`config.mk`:
```
export PLATFORM = sky130hd
export DESIGN_NAME = ws2812_stream_decoder
export DESIGN_NICKNAME = d
export VERILOG_FILES = /design/src/rtl/ws2812_pkg.sv /design/src/rtl/sync_2ff.sv /design/src/rtl/ws2812_stream_decoder.sv
export SDC_FILE = /design/constraint.sdc
export NUM_CORES = 1
export LEC_CHECK = 0
export BUFFER_PORTS_ARGS = -buffer_cell sky130_fd_sc_hd__clkbuf_2
export CORE_UTILIZATION = 30
export CTS_CLUSTER_DIAMETER = 120
export DETAILED_ROUTE_END_ITERATION = 8
export SYNTH_ARGS = -nofsm -noshare
export SYNTH_HDL_FRONTEND = slang
export SYNTH_SLANG_ARGS = --single-unit
export TNS_END_PERCENT = 50
```
`constraint.sdc`:
```
create_clock -name clk -period 4 [get_ports clk]
set_input_delay 0.2 -clock clk [delete_from_list [all_inputs] [get_ports clk]]
set_output_delay 0.2 -clock clk [all_outputs]
set_load 0.02 [all_outputs]
```
`src/rtl/ws2812_pkg.sv`:
```
// ws2812_pkg
//   Shared definitions for the WS2812 receive path: timing defaults at a
//   100 MHz clock, the decoder state encoding and the error codes reported
//   on err_code.
package ws2812_pkg;

    localparam int unsigned BIT_THRESH_DEF     = 60;
    localparam int unsigned MIN_HIGH_DEF       = 10;
    localparam int unsigned MAX_HIGH_DEF       = 150;
    localparam int unsigned RESET_LOW_DEF      = 5000;
    localparam int unsigned PX_COUNT_WIDTH_DEF = 6;
    localparam int unsigned CNT_WIDTH_DEF      = 13;

    typedef enum logic [1:0] {
        ST_SYNC = 2'd0,
        ST_LOW  = 2'd1,
        ST_HIGH = 2'd2
    } state_t;

    localparam logic [1:0] ERR_GLITCH  = 2'd1;
    localparam logic [1:0] ERR_STUCK   = 2'd2;
    localparam logic [1:0] ERR_PARTIAL = 2'd3;

endpackage

```
`src/rtl/sync_2ff.sv`:
```
// sync_2ff
//   Two-flop synchronizer for a single asynchronous level input.
// Ports:
//   clk      in   system clock
//   reset_n  in   asynchronous reset, active low (both flops clear to 0)
//   d        in   asynchronous input
//   q        out  input synchronized to clk, two cycles of latency
module sync_2ff (
    input  logic clk,
    input  logic reset_n,
    input  logic d,
    output logic q
);

    logic meta;

    always_ff @(posedge clk or negedge reset_n) begin
        if (!reset_n) begin
            meta <= 1'b0;
            q    <= 1'b0;
        end else begin
            meta <= d;
            q    <= meta;
        end
    end

endmodule

```
`src/rtl/ws2812_stream_decoder.sv`:
```
// ws2812_stream_decoder
//   Decodes a WS2812 serial line into 24-bit pixels (MSB first), numbers the
//   pixels within a frame and reports the end-of-frame latch gap.
// Ports:
//   clk          in   system clock
//   reset_n      in   asynchronous reset, active low
//   din          in   raw WS2812 line, asynchronous to clk
//   pixel        out  last complete pixel, first-received bit at [23]
//   pixel_valid  out  1-cycle strobe, pixel and px_num valid
//   px_num       out  0-based pixel index within the frame (saturating)
//   frame_done   out  1-cycle strobe at a latch gap that followed >=1 bit
//   frame_px     out  complete pixels in the frame, valid with frame_done
//   err          out  1-cycle error strobe
//   err_code     out  1 glitch, 2 stuck high, 3 partial pixel
module ws2812_stream_decoder
    import ws2812_pkg::*;
#(
    parameter int unsigned BIT_THRESH     = BIT_THRESH_DEF,
    parameter int unsigned MIN_HIGH       = MIN_HIGH_DEF,
    parameter int unsigned MAX_HIGH       = MAX_HIGH_DEF,
    parameter int unsigned RESET_LOW      = RESET_LOW_DEF,
    parameter int unsigned PX_COUNT_WIDTH = PX_COUNT_WIDTH_DEF,
    parameter int unsigned CNT_WIDTH      = CNT_WIDTH_DEF
) (
    input  logic                      clk,
    input  logic                      reset_n,
    input  logic                      din,
    output logic [23:0]               pixel,
    output logic                      pixel_valid,
    output logic [PX_COUNT_WIDTH-1:0] px_num,
    output logic                      frame_done,
    output logic [PX_COUNT_WIDTH:0]   frame_px,
    output logic                      err,
    output logic [1:0]                err_code
);

    localparam logic [CNT_WIDTH-1:0] T_BIT = CNT_WIDTH'(BIT_THRESH);
    localparam logic [CNT_WIDTH-1:0] T_MIN = CNT_WIDTH'(MIN_HIGH);
    localparam logic [CNT_WIDTH-1:0] T_MAX = CNT_WIDTH'(MAX_HIGH);
    localparam logic [CNT_WIDTH-1:0] T_GAP = CNT_WIDTH'(RESET_LOW - 1);

    logic                      din_s;
    logic                      din_d;
    logic                      rise;
    logic                      fall;
    logic                      lvl_edge;
    logic                      new_bit;
    state_t                    state;
    logic [CNT_WIDTH-1:0]      cnt;
    logic [22:0]               shreg;
    logic [4:0]                bit_cnt;
    logic [PX_COUNT_WIDTH-1:0] px_idx;
    logic [PX_COUNT_WIDTH:0]   frame_cnt;
    logic                      got_bit;

    sync_2ff u_sync (
        .clk     (clk),
        .reset_n (reset_n),
        .d       (din),
        .q       (din_s)
    );

    always_comb begin
        rise     = din_s & ~din_d;
        fall     = ~din_s & din_d;
        lvl_edge = din_s ^ din_d;
        // On the falling-edge cycle cnt still holds the length of the high pulse.
        new_bit  = (cnt >= T_BIT);
    end

    always_ff @(posedge clk or negedge reset_n) begin
        if (!reset_n) begin
            state       <= ST_SYNC;
            din_d       <= 1'b0;
            cnt         <= '0;
            shreg       <= '0;
            bit_cnt     <= '0;
            px_idx      <= '0;
            frame_cnt   <= '0;
            got_bit     <= 1'b0;
            pixel       <= '0;
            pixel_valid <= 1'b0;
            px_num      <= '0;
            frame_done  <= 1'b0;
            frame_px    <= '0;
            err         <= 1'b0;
            err_code    <= '0;
        end else begin
            pixel_valid <= 1'b0;
            frame_done  <= 1'b0;
            err         <= 1'b0;
            din_d       <= din_s;

            if (lvl_edge)
                cnt <= '0;
            else if (cnt != '1)
                cnt <= cnt + 1'b1;

            case (state)
                ST_SYNC: begin
                    // >= rather than == so a saturated timer still releases SYNC.
                    if (!din_s && !lvl_edge && cnt >= T_GAP)
                        state <= ST_LOW;
                end

                ST_LOW: begin
                    if (rise) begin
                        state <= ST_HIGH;
                    end else if (!din_s && cnt == T_GAP) begin
                        if (bit_cnt != '0) begin
                            err      <= 1'b1;
                            err_code <= ERR_PARTIAL;
                        end
                        if (got_bit) begin
                            frame_done <= 1'b1;
                            frame_px   <= frame_cnt;
                        end
                        bit_cnt   <= '0;
                        px_idx    <= '0;
                        frame_cnt <= '0;
                        got_bit   <= 1'b0;
                    end
                end

                ST_HIGH: begin
                    if (fall && cnt < T_MIN) begin
                        err       <= 1'b1;
                        err_code  <= ERR_GLITCH;
                        bit_cnt   <= '0;
                        px_idx    <= '0;
                        frame_cnt <= '0;
                        got_bit   <= 1'b0;
                        state     <= ST_SYNC;
                    end else if (fall) begin
                        got_bit <= 1'b1;
                        shreg   <= {shreg[21:0], new_bit};
                        state   <= ST_LOW;
                        if (bit_cnt == 5'd23) begin
                            pixel       <= {shreg, new_bit};
                            pixel_valid <= 1'b1;
                            px_num      <= px_idx;
                            bit_cnt     <= '0;
                            if (px_idx != '1)
                                px_idx <= px_idx + 1'b1;
                            if (frame_cnt != '1)
                                frame_cnt <= frame_cnt + 1'b1;
                        end else begin
                            bit_cnt <= bit_cnt + 5'd1;
                        end
                    end else if (cnt == T_MAX) begin
                        err       <= 1'b1;
                        err_code  <= ERR_STUCK;
                        bit_cnt   <= '0;
                        px_idx    <= '0;
                        frame_cnt <= '0;
                        got_bit   <= 1'b0;
                        state     <= ST_SYNC;
                    end
                end

                default: state <= ST_SYNC;
            endcase
        end
    end

endmodule

```
Word level (Yosys, flattened, before mapping). Index checks and enable logic that the tools add are counted.

Bits in registers: 102. Input port bits: 3. Output and inout bits: 42.

Eq/ne operators: 19. Mux-type cells: 59. Bitwise operators: 7. $lt $le $gt $ge: 3. Reductions and logical operators: 18. Add/sub/neg operators: 4.

Operators by type and width (count): $mux W7 (7); $mux W6 (7); $mux W5 (6); $mux W13 (2); $mux W2 (11); $mux W1 (19); $reduce_and A6 Y1 (3); $ne A4 B4 Y1 const B (4); $pmux W7 S2 (1); $add A13 B1 Y13 const B (1); $eq A13 B13 Y1 const B (1); $eq A13 B8 Y1 const B (1); $ge A13 B13 Y1 const B (1); $ge A13 B6 Y1 const B (1); $lt A13 B4 Y1 const B (1); $ne A13 B13 Y1 const B (1); $pmux W6 S2 (1); $reduce_and A4 Y1 (3); $ne A2 B2 Y1 const B (5); $pmux W5 S2 (1); $add A7 B1 Y7 const B (1); $ne A7 B7 Y1 const B (1); $add A6 B1 Y6 const B (1); $ne A3 B3 Y1 const B (2); other kinds (17) (28).

Logic depth before layout (Yosys ltp).
Depth in word-level cells: 6. Depth in mapped cells: 9. Mapped depth without buffers: 7.

By module. A second synthesis with hierarchy kept.

Cells, all modules: 437. Area total of the unflattened synthesis: 4785.8 sq um.

By module, submodules not included: ws2812_stream_decoder (seq. area each 2502.4 sq um, times used 1, area each 4735.8 sq um, cells each 435); sync_2ff (seq. area each 50.0 sq um, times used 1, area each 50.0 sq um, cells each 2).

Worst setup path before layout. No wires, ideal clock.

Kind: register -> register. From: register cnt[1]. To: register bit_cnt[1]. Library setup time: 0.125 ns. Arrival time: 1.974 ns. Cell stages (with the launch flop): 8. Setup slack: 1.901 ns. Data required time: 3.875 ns. Path buffers: 1. Cells stage by stage: dfrtp_1 ha_1 clkbuf_1 nand4b_1 nor4_2 o21a_4 and2_2 mux2_2.

Longest elaborated chain between the ends: 4.

RTL lines: start, declared (RTL line ws2812_stream_decoder.sv:49) `logic [CNT_WIDTH-1:0] cnt;`; start signal, assigned (RTL line ws2812_stream_decoder.sv:97) `cnt <= cnt + 1'b1;`; $lt A13 B4 Y1 / $eq A13 B13 Y1 (equally long branches) (RTL line ws2812_stream_decoder.sv:126, ws2812_stream_decoder.sv:109); $logic_and A1 B1 Y1 (on tied branches) (RTL line ws2812_stream_decoder.sv:126, ws2812_stream_decoder.sv:109); $ne A4 B4 Y1 (no source line), or another cell as far along; $reduce_and A4 Y1 (no source line) / $pmux W5 S2 (equally long branches); end signal, assigned (RTL line ws2812_stream_decoder.sv:148) `bit_cnt <= bit_cnt + 5'd1;`; end, declared (RTL line ws2812_stream_decoder.sv:51) `logic [4:0] bit_cnt;`.

Several ways; a longest one is shown, not always the timed one. A chain may end at the register's enable or synchronous reset.

Worst setup path after layout.
From: register cnt[2]. To: register pixel[6].

Longest elaborated chain between the ends: 4.

RTL lines: $lt A13 B4 Y1 (RTL line ws2812_stream_decoder.sv:126) `if (fall && cnt < T_MIN) begin`; $logic_and A1 B1 Y1 (RTL line ws2812_stream_decoder.sv:126); $not A1 Y1 (no source line); $reduce_and A4 Y1 (no source line); end signal, assigned (RTL line ws2812_stream_decoder.sv:139) `pixel <= {shreg, new_bit};`; end, declared (RTL line ws2812_stream_decoder.sv:28) `output logic [23:0] pixel,`.

No other way between the ends.

==> results.yml <==
clock_network:
  hold_buffers: 2
  post-cts-setup-buffer-count: 0
  cts-resized-gates: 0
  cts-root-buf: "clkbuf_16"
  cts_sinks: 102
  clock_latency_ns: 0.34
  clk_path_buf_depth: 2
  cts_buffers: 9
  cts_htree_levels: 3
  clk_pin_slew_ns: 0.07
  cts_tree: "built"
yosys:
  synth_largest_area_cell: "dfrtp_1"
  ys_seq_elements: 102
  synth_top_area_share_pct: 51.5
  synthArstFlopShare_pct: 100
  synth_edf_count: 0
  yosysWarnings: 0
  synth_ff_type: "dfrtp_1"
  synthesis.nets: 458
  synth_cell_types: 63
  ys_top_cells_by_area: "dfrtp_1, mux2_4, nand2_1"
  synth.most_common_cell: "dfrtp_1"
  netlist_area_mm2: 0.00496
  synth_common_cells: "dfrtp_1, nand2_1, mux2_4"
  seq_area_frac_synth_pct: 51.5
  syn_avg_cell_area_um2: 11.3
  syn_inst: 440
cells_and_area:
  syn2layout_area_growth_pct: 14.9
  diodes: 0
  nets: 501
  drive_gt1_share_pct: 25.0
  fill_cells: 1619
setup_path:
  critPathKind: "reg -> reg"
  cp.arrival_ns: 2.79
  required_ns: 4.23
  r2r-start: "cnt[2]"
  crit_fanout: 32
  critPathBufInv: 2
  end_kind: "register"
  worstPathCellList: "o21ai_0 > and4_4 > or2_1 > buf_4 > nor2_4 > buf_4 > mux2_2"
  critPathTopFamily: "simple AND/OR/NAND/NOR gates"
  start_kind: "register"
  path_common_cell: "buf_4"
  cpPeakStageDelay_ns: 0.57
  cp_slowest_cell: "dfrtp_1"
  crit_start: "cnt[2]"
floorplan:
  fp.dieArea_mm2: 0.0171
  die_y_um: 131
  core_area_mm2: 0.0160
  pin_count: 45
  rows: 46
  initial_core_util_pct: 31.0
  fp.dieW_um: 131
power_and_ir_drop:
  leakage_nw: 2.77
  power_density_mw_per_mm2: 353
  ir_drop_mv: 0.238
timing:
  setup_tns_ns: 0
  rsz0062_at_grt: "no"
  relSlewSlack_pct: 43.8
  setup_viol: 0
  whs_ns: 0.361
  fmax_ghz: 0.390
  fin_worst_skew_ns: 0.00966
  fin_crit_sh_pct: 64.1
  worstMarginPinSlew_ns: 0.843
  slew_violations: 0
  finalCriticalPeriod_ns: 2.56
  finalHoldViolCount: 0
global_routing:
  grt_pass1_wl_um: 17100
  antenna_found_initial: 0
  grt.total_usage_pct: 12.7
  grtUsageMet3_pct: 3.01
  grt_max_degree: 67
  grt.met2_usage_pct: 21.4
  grt_pass1_vias: 3457
  busiest_layer: "met2"
  gr-total-overflow: 0
  use_met1_pct: 16.2
routing:
  wl_per_cell_um: 14.1
  routed_wl_um: 9940
  ant_nets: 0
  drc: 0
  drtIter0Drc: 200
  vias: 3415
  first_pass_iters: 4
  via_per_inst: 4.85
place:
  gp_congestion: 0.816
  io_buffers: 44
  place_hpwl_um: 6960
min_path:
  hold_start: "u_sync.meta"
  hold_class: "reg -> reg"
flow_run:
  cap_violations: 0
run_status:
  status: "finished, final reports clean"
==> final timing paths <==
path,to,slack (ns),cells after the start
max,pixel[6],1.44,7
max in group asynchronous,shreg[8],2.50,3
min,u_sync.q,0.36,0
min in group asynchronous,cnt[6],0.47,2
max reg2reg,pixel[6],1.44,7
min reg2reg,u_sync.q,0.36,0
==> final cells by class <==
| class | instances | area [µm²] | share of cell area [%] |
|---|---|---|---|
| clock inverter | 6 | 76.3 | 1.34 |
| timing repair buffer | 51 | 280 | 4.92 |
| sequential | 102 | 2550 | 44.8 |
| inverter | 12 | 45.0 | 0.790 |
| multi-input combinational | 307 | 2240 | 39.2 |
| tap | 216 | 270 | 4.74 |
| clock buffer | 10 | 239 | 4.19 |
==> cell usage in the layout (no fill, tap or decap), types with 3 or more instances in the layout <==
master     instances
dfrtp_1          102
nand2_1           86
clkbuf_2          43
mux2_4            29
nor2_1            19
a31oi_1           18
ha_1              15
inv_1             12
and3_1            12
o21ai_0           11
nand3_1           10
mux2_2             9
clkbuf_16          9
nor3_1             7
a21oi_1            6
xnor2_1            6
buf_4              6
and2_1             4
nand4_1            4
nor3b_1            4
a211oi_1           4
a21o_1             4
a41oi_1            4
a221o_1            3
nor2b_1            3
==> where the power goes <==
part           switching [mW]  leakage (nW)  internal [mW]
clock                   0.397         0.149          0.513
combinational          0.0385          1.20         0.0137
sequential             0.0115          1.42           1.04
==> state kept, by name, summed over array words and instances, names as in the netlist, 2 cells and up <==
signal,cells
state,2
frame_px,7
shreg,23
px_idx,6
px_num,6
frame_cnt,7
bit_cnt,5
err_code,2
pixel,24
cnt,13
==> metal layers <==
metal  share of wire (%)  wire (µm)  vias to the layer above
li1                    -          -                     1646
met1                  47       4670                     1689
met2                  49       4860                       71
met3                 3.1        310                        9
met4                0.98         97                        0
met5                   0          0                        -
==> metrics by stage <==
step           total power, mW  area [µm²]  instances  worst slack [ns]  utilization, %
5_1_grt                   2.09        5700        704              1.23            35.6
2_1_floorplan             1.09        4960        440              1.90               -
3_5_place_dp              1.12        5370        686              1.46            33.5
3_3_place_gp              1.12        5370        686              1.50            33.5
4_1_cts                   2.04        5700        704              1.44            35.6
6_report                  2.01        5700        704              1.44            35.6
==> cell families after synthesis <==
group | synth area share (%)
DFF | 51.5
xor gates and xnor gates | 1.41
AOI/OAI and AO/OA | 9.94
muxes | 11.5
and+or+nand+nor | 18.5
buffers and inverters | 3.51
adders and majority gates | 3.78
==> worst register-to-register path, delay by kind of cell, from the launching register on <==
kind | cells | cell delay, ns
and+or+nand+nor | 3 | 0.75
buffers and inverters | 2 | 0.59
AOI/OAI and AO/OA | 1 | 0.16
muxes | 1 | 0.37
DFF | 1 | 0.57
No activity file was read; power rests on OpenSTA's default activity.
